<file path="src/rtl/vga_timing_monitor.sv">
// ---------------------------------------------------------------------------
// vga_timing_monitor
//
// Receive-side VGA timing monitor. Samples hsync/vsync/rgb from pads,
// measures line and frame timing, checks line-length stability, counts
// active pixel clocks and publishes one result set per frame over a
// valid/ack handshake.
//
// Optional feature: define VGA_MON_CRC_EN to add pix_crc, a CRC-16-CCITT
// (poly 0x1021, init 0xFFFF) over the 3 rgb bits (rgb[2] first) of every
// clock with both syncs inactive.
//
// Ports
//   clk          system clock
//   reset_n      asynchronous active-low reset
//   hsync/vsync  asynchronous sync inputs from pads
//   rgb[2:0]     asynchronous colour bits from pads
//   frame_ack    single-cycle pulse consuming the current result set
//   frame_valid  result set available
//   overrun      sticky: result set overwritten before ack
//   locked       at least one complete frame measured since SEARCH
//   lost         sticky: hsync timeout occurred
//   h_total      clocks per line (last line of frame)
//   h_pulse      clocks hsync held asserted
//   v_total      lines per frame
//   v_pulse      lines with vsync asserted
//   h_stable     every line of the frame had the same length
//   pix_count    clocks with rgb != 0 while both syncs inactive
//   frame_cnt    completed-frame counter (wraps)
//   pix_crc      CRC of rgb stream (VGA_MON_CRC_EN only)
// ---------------------------------------------------------------------------
module vga_timing_monitor #(
    parameter int CW          = 16,
    parameter int HS_POL      = 0,
    parameter int VS_POL      = 0,
    parameter int LOST_CYCLES = 65535
) (
    input  logic          clk,
    input  logic          reset_n,
    input  logic          hsync,
    input  logic          vsync,
    input  logic [2:0]    rgb,
    input  logic          frame_ack,
    output logic          frame_valid,
    output logic          overrun,
    output logic          locked,
    output logic          lost,
    output logic [CW-1:0] h_total,
    output logic [CW-1:0] h_pulse,
    output logic [CW-1:0] v_total,
    output logic [CW-1:0] v_pulse,
    output logic          h_stable,
    output logic [23:0]   pix_count,
    output logic [7:0]    frame_cnt
`ifdef VGA_MON_CRC_EN
    ,
    output logic [15:0]   pix_crc
`endif
);

    typedef enum logic {ST_SEARCH, ST_MEASURE} state_t;

    localparam logic          HS_LVL    = (HS_POL != 0);
    localparam logic          VS_LVL    = (VS_POL != 0);
    localparam logic [CW-1:0] LOST_LAST = CW'(LOST_CYCLES - 1);

    function automatic logic [CW-1:0] sat_inc(input logic [CW-1:0] v);
        return (&v) ? v : v + 1'b1;
    endfunction

    function automatic logic [15:0] crc_step(input logic [15:0] c, input logic [2:0] d);
        logic [15:0] r;
        logic        fb;
        r = c;
        for (int i = 2; i >= 0; i--) begin
            fb = r[15] ^ d[i];
            r  = {r[14:0], 1'b0} ^ (fb ? 16'h1021 : 16'h0000);
        end
        return r;
    endfunction

    // Synchronisers: stages 1-2 resynchronise, stage 3 (syncs only) for edges.
    logic [2:0] hs_sync_q, vs_sync_q;
    logic [2:0] rgb_s1_q, rgb_s2_q;

    state_t        state_q, state_d;
    logic [CW-1:0] clk_cnt_q, clk_cnt_d;
    logic [CW-1:0] hp_cnt_q, hp_cnt_d;
    logic [CW-1:0] htot_w_q, htot_w_d;
    logic [CW-1:0] hpul_w_q, hpul_w_d;
    logic [CW-1:0] line_w_q, line_w_d;
    logic [CW-1:0] vpul_w_q, vpul_w_d;
    logic [CW-1:0] first_len_q, first_len_d;
    logic          first_vld_q, first_vld_d;
    logic          stable_w_q, stable_w_d;
    logic [23:0]   pix_w_q, pix_w_d;

    logic          frame_valid_q, frame_valid_d;
    logic          overrun_q, overrun_d;
    logic          locked_q, locked_d;
    logic          lost_q, lost_d;
    logic [CW-1:0] h_total_q, h_total_d;
    logic [CW-1:0] h_pulse_q, h_pulse_d;
    logic [CW-1:0] v_total_q, v_total_d;
    logic [CW-1:0] v_pulse_q, v_pulse_d;
    logic          h_stable_q, h_stable_d;
    logic [23:0]   pix_count_q, pix_count_d;
    logic [7:0]    frame_cnt_q, frame_cnt_d;
`ifdef VGA_MON_CRC_EN
    logic [15:0]   crc_w_q, crc_w_d;
    logic [15:0]   pix_crc_q, pix_crc_d;
`endif

    // Asserted-level views of synchronised syncs (stage 2 = now, stage 3 = previous).
    logic hs_act, hs_act_prev, vs_act, vs_act_prev;
    logic h_lead, h_trail, v_lead, blank_n, pix_qual;
    logic [CW-1:0] line_len;

    assign hs_act      = (hs_sync_q[1] == HS_LVL);
    assign hs_act_prev = (hs_sync_q[2] == HS_LVL);
    assign vs_act      = (vs_sync_q[1] == VS_LVL);
    assign vs_act_prev = (vs_sync_q[2] == VS_LVL);
    assign h_lead      = hs_act & ~hs_act_prev;
    assign h_trail     = ~hs_act & hs_act_prev;
    assign v_lead      = vs_act & ~vs_act_prev;
    assign blank_n     = ~hs_act & ~vs_act;
    assign pix_qual    = blank_n & (rgb_s2_q != 3'b000);
    assign line_len    = sat_inc(clk_cnt_q);

    always_comb begin
        state_d       = state_q;
        clk_cnt_d     = clk_cnt_q;
        hp_cnt_d      = hp_cnt_q;
        htot_w_d      = htot_w_q;
        hpul_w_d      = hpul_w_q;
        line_w_d      = line_w_q;
        vpul_w_d      = vpul_w_q;
        first_len_d   = first_len_q;
        first_vld_d   = first_vld_q;
        stable_w_d    = stable_w_q;
        pix_w_d       = pix_w_q;
        frame_valid_d = frame_valid_q;
        overrun_d     = overrun_q;
        locked_d      = locked_q;
        lost_d        = lost_q;
        h_total_d     = h_total_q;
        h_pulse_d     = h_pulse_q;
        v_total_d     = v_total_q;
        v_pulse_d     = v_pulse_q;
        h_stable_d    = h_stable_q;
        pix_count_d   = pix_count_q;
        frame_cnt_d   = frame_cnt_q;
`ifdef VGA_MON_CRC_EN
        crc_w_d       = crc_w_q;
        pix_crc_d     = pix_crc_q;
`endif

        // Pulse-width counter runs in both states so a pulse straddling
        // the SEARCH->MEASURE transition is still measured correctly.
        if (h_lead) begin
            hp_cnt_d = CW'(1);
        end else if (hs_act) begin
            hp_cnt_d = sat_inc(hp_cnt_q);
        end

        if (frame_ack && frame_valid_q) begin
            frame_valid_d = 1'b0;
            overrun_d     = 1'b0;
        end
        if (frame_ack && lost_q) begin
            lost_d = 1'b0;
        end

        case (state_q)
            ST_SEARCH: begin
                locked_d = 1'b0;
                if (v_lead) begin
                    state_d     = ST_MEASURE;
                    clk_cnt_d   = '0;
                    htot_w_d    = '0;
                    hpul_w_d    = '0;
                    line_w_d    = '0;
                    vpul_w_d    = '0;
                    first_len_d = '0;
                    first_vld_d = 1'b0;
                    stable_w_d  = 1'b1;
                    pix_w_d     = '0;
`ifdef VGA_MON_CRC_EN
                    crc_w_d     = 16'hFFFF;
`endif
                end
            end

            default: begin
                clk_cnt_d = sat_inc(clk_cnt_q);
                if (pix_qual && (pix_w_q != 24'hFFFFFF)) begin
                    pix_w_d = pix_w_q + 24'd1;
                end
`ifdef VGA_MON_CRC_EN
                if (blank_n) begin
                    crc_w_d = crc_step(crc_w_q, rgb_s2_q);
                end
`endif
                if (h_lead) begin
                    clk_cnt_d = '0;
                    htot_w_d  = line_len;
                    line_w_d  = sat_inc(line_w_q);
                    if (vs_act) begin
                        vpul_w_d = sat_inc(vpul_w_q);
                    end
                    if (!first_vld_q) begin
                        first_len_d = line_len;
                        first_vld_d = 1'b1;
                    end else if (line_len != first_len_q) begin
                        stable_w_d = 1'b0;
                    end
                end
                if (h_trail) begin
                    hpul_w_d = hp_cnt_q;
                end

                // Publish uses the *_d working values so an hsync edge in
                // the same cycle is already folded into this frame.
                if (v_lead) begin
                    h_total_d   = htot_w_d;
                    h_pulse_d   = hpul_w_d;
                    v_total_d   = line_w_d;
                    v_pulse_d   = vpul_w_d;
                    h_stable_d  = stable_w_d;
                    pix_count_d = pix_w_d;
`ifdef VGA_MON_CRC_EN
                    pix_crc_d   = crc_w_d;
                    crc_w_d     = 16'hFFFF;
`endif
                    if (frame_valid_q && !frame_ack) begin
                        overrun_d = 1'b1;
                    end
                    frame_valid_d = 1'b1;
                    locked_d      = 1'b1;
                    frame_cnt_d   = frame_cnt_q + 8'd1;
                    htot_w_d      = '0;
                    hpul_w_d      = '0;
                    line_w_d      = '0;
                    vpul_w_d      = '0;
                    first_vld_d   = 1'b0;
                    stable_w_d    = 1'b1;
                    pix_w_d       = '0;
                end else if (!h_lead && (clk_cnt_q == LOST_LAST)) begin
                    lost_d   = 1'b1;
                    locked_d = 1'b0;
                    state_d  = ST_SEARCH;
                end
            end
        endcase
    end

    always_ff @(posedge clk or negedge reset_n) begin
        if (!reset_n) begin
            hs_sync_q     <= '0;
            vs_sync_q     <= '0;
            rgb_s1_q      <= '0;
            rgb_s2_q      <= '0;
            state_q       <= ST_SEARCH;
            clk_cnt_q     <= '0;
            hp_cnt_q      <= '0;
            htot_w_q      <= '0;
            hpul_w_q      <= '0;
            line_w_q      <= '0;
            vpul_w_q      <= '0;
            first_len_q   <= '0;
            first_vld_q   <= 1'b0;
            stable_w_q    <= 1'b0;
            pix_w_q       <= '0;
            frame_valid_q <= 1'b0;
            overrun_q     <= 1'b0;
            locked_q      <= 1'b0;
            lost_q        <= 1'b0;
            h_total_q     <= '0;
            h_pulse_q     <= '0;
            v_total_q     <= '0;
            v_pulse_q     <= '0;
            h_stable_q    <= 1'b0;
            pix_count_q   <= '0;
            frame_cnt_q   <= '0;
`ifdef VGA_MON_CRC_EN
            crc_w_q       <= 16'hFFFF;
            pix_crc_q     <= '0;
`endif
        end else begin
            hs_sync_q     <= {hs_sync_q[1:0], hsync};
            vs_sync_q     <= {vs_sync_q[1:0], vsync};
            rgb_s1_q      <= rgb;
            rgb_s2_q      <= rgb_s1_q;
            state_q       <= state_d;
            clk_cnt_q     <= clk_cnt_d;
            hp_cnt_q      <= hp_cnt_d;
            htot_w_q      <= htot_w_d;
            hpul_w_q      <= hpul_w_d;
            line_w_q      <= line_w_d;
            vpul_w_q      <= vpul_w_d;
            first_len_q   <= first_len_d;
            first_vld_q   <= first_vld_d;
            stable_w_q    <= stable_w_d;
            pix_w_q       <= pix_w_d;
            frame_valid_q <= frame_valid_d;
            overrun_q     <= overrun_d;
            locked_q      <= locked_d;
            lost_q        <= lost_d;
            h_total_q     <= h_total_d;
            h_pulse_q     <= h_pulse_d;
            v_total_q     <= v_total_d;
            v_pulse_q     <= v_pulse_d;
            h_stable_q    <= h_stable_d;
            pix_count_q   <= pix_count_d;
            frame_cnt_q   <= frame_cnt_d;
`ifdef VGA_MON_CRC_EN
            crc_w_q       <= crc_w_d;
            pix_crc_q     <= pix_crc_d;
`endif
        end
    end

    assign frame_valid = frame_valid_q;
    assign overrun     = overrun_q;
    assign locked      = locked_q;
    assign lost        = lost_q;
    assign h_total     = h_total_q;
    assign h_pulse     = h_pulse_q;
    assign v_total     = v_total_q;
    assign v_pulse     = v_pulse_q;
    assign h_stable    = h_stable_q;
    assign pix_count   = pix_count_q;
    assign frame_cnt   = frame_cnt_q;
`ifdef VGA_MON_CRC_EN
    assign pix_crc     = pix_crc_q;
`endif

endmodule
</file>
<file path="config.mk">
export PLATFORM = sky130hd
export DESIGN_NAME = vga_timing_monitor
export DESIGN_NICKNAME = d
export VERILOG_FILES = /design/src/rtl/vga_timing_monitor.sv
export SDC_FILE = /design/constraint.sdc
export NUM_CORES = 1
export LEC_CHECK = 0
export ABC_CLOCK_PERIOD_IN_PS = 2450
export CORE_ASPECT_RATIO = 1.25
export CORE_UTILIZATION = 52
export CTS_CLUSTER_DIAMETER = 200
export DETAILED_ROUTE_END_ITERATION = 10
export GPL_TIMING_DRIVEN = 1
export PLACE_DENSITY = 0.76
export SKIP_LAST_GASP = 1
export SLEW_MARGIN = 20
export SYNTH_ARGS = -nofsm -noshare
export SYNTH_HDL_FRONTEND = slang
export SYNTH_SLANG_ARGS = --single-unit
</file>
<file path="constraint.sdc">
create_clock -name clk -period 2.45 [get_ports clk]
set_input_delay 0.6125 -clock clk [delete_from_list [all_inputs] [get_ports clk]]
set_output_delay 0.6125 -clock clk [all_outputs]
set_load 0.1 [all_outputs]
</file>
## Yosys cells after proc, flatten, opt, wreduce, memory -nomap -nowiden

Cells that the tools add are included.
W data, S select, Z words.

| word-level totals | value |
|---|---|
| register bits | 252 |
| input bits | 8 |
| logic and storage cells | 123 |

| cells by class | value |
|---|---|
| add/sub/neg operators | 6 |
| equality and inequality tests | 8 |
| mux-type cells | 57 |
| bitwise gates (word level) | 8 |
| reduce and logical (&&, ||, !) cells | 18 |

Operators with widths:

| cell | number |
|---|---|
| $mux W16 | 25 |
| $mux W24 | 4 |
| $add A16 B1 Y16 const B | 4 |
| $reduce_and A16 Y1 | 4 |
| $mux W1 | 28 |
| $add A24 B1 Y24 const B | 1 |
| $ne A24 B24 Y1 const B | 1 |
| $eq A16 B16 Y1 const B | 1 |
| $ne A16 B16 Y1 | 1 |
| $add A8 B1 Y8 const B | 1 |
| $reduce_and A2 Y1 | 3 |
| $and A1 B1 Y1 | 5 |
| $logic_and A1 B1 Y1 | 5 |
| $ne A2 B1 Y1 const B | 2 |
| $ne A2 B2 Y1 const B | 2 |
| $reduce_bool A2 Y1 | 2 |
| $ne A3 B1 Y1 const B | 1 |
| $not A1 Y1 | 3 |
| $reduce_and A3 Y1 | 1 |
| $reduce_bool A3 Y1 | 1 |
| $logic_not A1 Y1 | 2 |

## Logic depth before layout (Yosys ltp)

| depth | value |
|---|---|
| word-level depth | 8 |
| depth in mapped cells | 10 |
| gate-level depth less buffers | 9 |

## Worst setup path after synthesis

Ideal clock, no wire load.

| path | value |
|---|---|
| kind | register to register |
| start | register clk_cnt_q[1] |
| end | register h_stable_q, in the netlist h_stable |
| setup time | 0.092 ns |
| arrival | 2.420 ns |
| data required time | 2.358 ns |
| slack | -0.062 ns |
| cell stages (with the launch flop) | 11 |
| path buffers | 1 |
| period minus slack after synthesis | 2.512 ns |
| cells stage by stage | dfrtp_1 ha_1 and3_1 clkbuf_1 nand4_1 mux2i_1 xnor2_1 o2111ai_1 nor4_2 a21oi_1 o31ai_2 |

| on the way | value |
|---|---|
| cells in the longest elaborated chain, start to end | 6 |
| elaborated cells on any way between the ends | 7 |
| classes of those cells | add/sub: 1; eq/ne: 1; mux: 4; reduce/logical: 1 |

Ends and longest elaborated chain:

| item | RTL line | text |
|---|---|---|
| from (decl) | 87 | `logic [CW-1:0] clk_cnt_q, clk_cnt_d;` |
| from (signal assigned) | 295 | `clk_cnt_q <= clk_cnt_d;` |
| $add A16 B1 Y16 or $reduce_and A16 Y1 (tied branches) | 68 | `return (&v) ? v : v + 1'b1;` |
| $mux W16 (*) | - |  |
| $ne A16 B16 Y1 (*) | 214 | `end else if (line_len != first_len_q) begin` |
| $mux W1 (*) | 214 |  |
| $mux W1 (*) | 211 | `if (!first_vld_q) begin` |
| $mux W1 (*) | 204 | `if (h_lead) begin` |
| to (signal assigned) | 313 | `h_stable_q <= h_stable_d;` |
| to (decl) | 106 | `logic h_stable_q, h_stable_d;` |

Mark *: on every way between the ends. The rest lies on a longest branch, timed or not.
A chain may end at the register's enable or synchronous reset.

## Final worst setup path

Ends and elaborated chain as after synthesis.

==> flow_metrics.py <==
metrics = {
    "clock_network": {
        "insertion_delay_ns": 0.55,
        "cts_tree": "yes",
        "cts_buffers": 26,
        "cts.clk_slew.worst_paths_ns": 0.06,
        "clock_path_buffers": 3,
        "clock-sinks": 252,
        "cts_htree_levels": 1,
        "ctsHoldBuffers": 0,
        "root_buffer": "clkbuf_16",
    },
    "synth": {
        "ys_top_cells_by_count": "252 x dfrtp_1, 246 x nand2_1, 129 x nor2_1, 100 x o21ai_0, 63 x xor2_1",
        "synth-seq-area-share_pct": 52.6,
        "synth_async_sr_flop_share_pct": 100,
        "synth_area_sq_um": 12000,
        "ys_warn_count": 0,
        "yosysTopAreaCellShare_pct": 52.6,
        "post-synth-top-count-cell": "dfrtp_1",
        "avgSynthCellArea_sq_um": 9.39,
        "syn_inst": 1277,
        "synth-edff-count": 0,
        "synth-seq-cells": 252,
        "synth_top_area_cell": "dfrtp_1",
        "synth.net_count": 1292,
        "ys_types": 58,
        "synth.top_cells.by_area": "dfrtp_1 53%, nand2_1 7.7%, xor2_1 4.6%",
        "synth_flop_cell": "dfrtp_1",
    },
    "timing": {
        "maxSlewViolCount": 0,
        "worst_pin_slew_ns": 0.629,
        "rsz0062_at_grt": "true",
        "clock_skew_ns": 0.0232,
        "period_minus_slack_ns": 2.46,
        "finalSetupViolations": 1,
        "relSlewSlack_pct": 58.0,
        "fin_crit_sh_pct": 100,
        "fmax_mhz": 407,
        "final_hold_viol_count": 0,
        "setup_slack_ns": -0.00844,
    },
    "worst_setup_path": {
        "worstPathArrival_ns": 2.92,
        "path_class": "reg2reg",
        "critical_path.startpoint_type": "flip-flop",
        "endpoint_kind": "flip-flop",
        "required_ns": 2.91,
        "crit_fanout": 4,
    },
    "routing": {
        "drc_errors": 0,
        "routed-via-count": 9740,
        "drtIter0Drc": 516,
        "drt_first_pass_iters": 5,
        "drtAntennaViolNets": 0,
        "wl_per_cell_um": 16.7,
        "drt_wl_total_mm": 29.3,
        "avgViaCountPerCell": 5.56,
    },
    "hold_path": {
        "min_path_type": "in2async",
    },
    "global_route": {
        "antenna_found_initial": 0,
        "grt.total_usage_pct": 25.6,
        "gr-total-overflow": 0,
        "grt_first_pass_wirelength_mm": 47.9,
        "grt_max_degree": 58,
        "grt_pass1_vias": 9573,
    },
    "placed_design": {
        "placed_area_sq_um": 13800,
        "dp_cells": 1701,
        "port_buffers": 108,
        "gp_congestion": 0.865,
        "hpwlAfterDp_mm": 20.4,
    },
    "power_and_ir_drop": {
        "p_leak_nw": 6.78,
        "power.density_nw_per_um2": 741,
        "max-vdd-ir-drop_uv": 608,
    },
    "status": {
        "violations": "negative setup slack",
        "status": "finished, violations left",
    },
    "floorplan": {
        "fp-row-count": 61,
        "coreArea_sq_um": 22400,
        "dieArea_sq_um": 23700,
        "start_util_pct": 53.4,
        "die_w_um": 138,
        "ioPinCount": 109,
        "die_h_um": 172,
    },
    "cells_and_area": {
        "ff_latch_area_sq_um": 6310,
        "drive_above_1_share_pct": 20.2,
        "fillers": 1823,
        "final_area_sq_um": 14800,
        "multi_input_area_sq_um": 5490,
        "area_delta_synth_final_pct": 23.8,
        "n_antenna_cell": 0,
        "fin_cells": 1751,
        "fin_nets": 1465,
    },
    "job": {
        "max-cap-violations": 0,
    },
}
-- routing by layer --
layer	vias up	share of wire, %	GRT usage, %
li1	4718	-	-
met4	0	2.7	8.08
met2	214	51	44.7
met1	4758	43	33.2
met5	-	0	0
met3	50	3.9	2.53
-- path summary, 6_finish.rpt --
check,start,end,slack (ns),cells after the start
hold / removal,reset_n,vpul_w_q[9],0.007,1
hold reg to reg,vs_sync_q[0],vs_sync_q[1],0.35,0
setup reg to reg,clk_cnt_q[1],h_stable,-0.008,10
setup / recovery,clk_cnt_q[1],h_stable,-0.008,10
max in group asynchronous,reset_n,pix_count[3],1.80,2
min in group clk,vs_sync_q[0],vs_sync_q[1],0.35,0
-- kinds of logic after synthesis --
group                      share of synthesized area [%]
and+or+nand+nor                                     20.4
muxes                                               2.19
DFF                                                 52.6
xor gates and xnor gates                            8.99
AOI/OAI and AO/OA                                   11.9
buffers and inverters                               3.15
adders and majority gates                          0.731
-- power by group --
group	internal [mW]	leakage [nW]	switching [mW]
sequential	4.43	3.39	0.265
combinational	0.686	2.98	1.69
clock	2.27	0.410	1.66
total	7.39	6.78	3.61
-- through the flow --
stage               hold WS, ns  setup TNS (ns)  power [mW]  setup slack [ns]  utilization, %
finish                  0.00709        -0.00844        11.0          -0.00844            66.1
global route             0.0412          -0.198        11.4            -0.131            66.1
CTS                      0.0108         -0.0284        11.0           -0.0284            65.6
detailed placement        0.335          -0.597        7.08            -0.330            61.6
global placement          0.332          -0.562        7.05            -0.308            61.6
floorplan                 0.317               0        6.35           0.00553               -
-- cells in the final DEF (no fill, tap or decap), types with 15 or more instances in the layout --
cell type  netlist  routed
a31oi_1         16      16
clkbuf_16        0      26
mux2i_1         24      23
nand2_1        246     244
buf_4            3     212
xnor2_1         60      59
xor2_1          63      63
and4_1          16      15
dfrtp_1        252     247
nor3_1          19      18
nor2_1         129     126
nand3_1         36      35
and3_1          20      19
nand4_1         24      24
a21oi_1         53      53
o21ai_0        100      99
-- critical path: stages, from the launching register on --
cell      delay (ns)
dfrtp_1         0.41
ha_4            0.18
nand3_4         0.12
nor4_4          0.30
buf_4           0.18
nor3_4          0.04
xnor2_1         0.13
a2111o_1        0.42
nor4_4          0.31
a21oi_1         0.12
o31ai_2         0.18
-- final cells by class --
type / count / share of cell area (%)
flip-flops and latches: 252 / 42.5
repair buffers: 225 / 12.0
clock buffers: 38 / 5.16
clock inverters: 8 / 0.565
multi-input cells: 931 / 37.0
inverters: 14 / 0.354
well taps: 283 / 2.39
-- timing repair --
action                                  in CTS  in global routing
resized for setup                           12                 17
buffers inserted                             0                  4
pin swaps                                    1                  6
endpoints found under the setup margin       2                 20
Power figures use the tool's default switching activity.
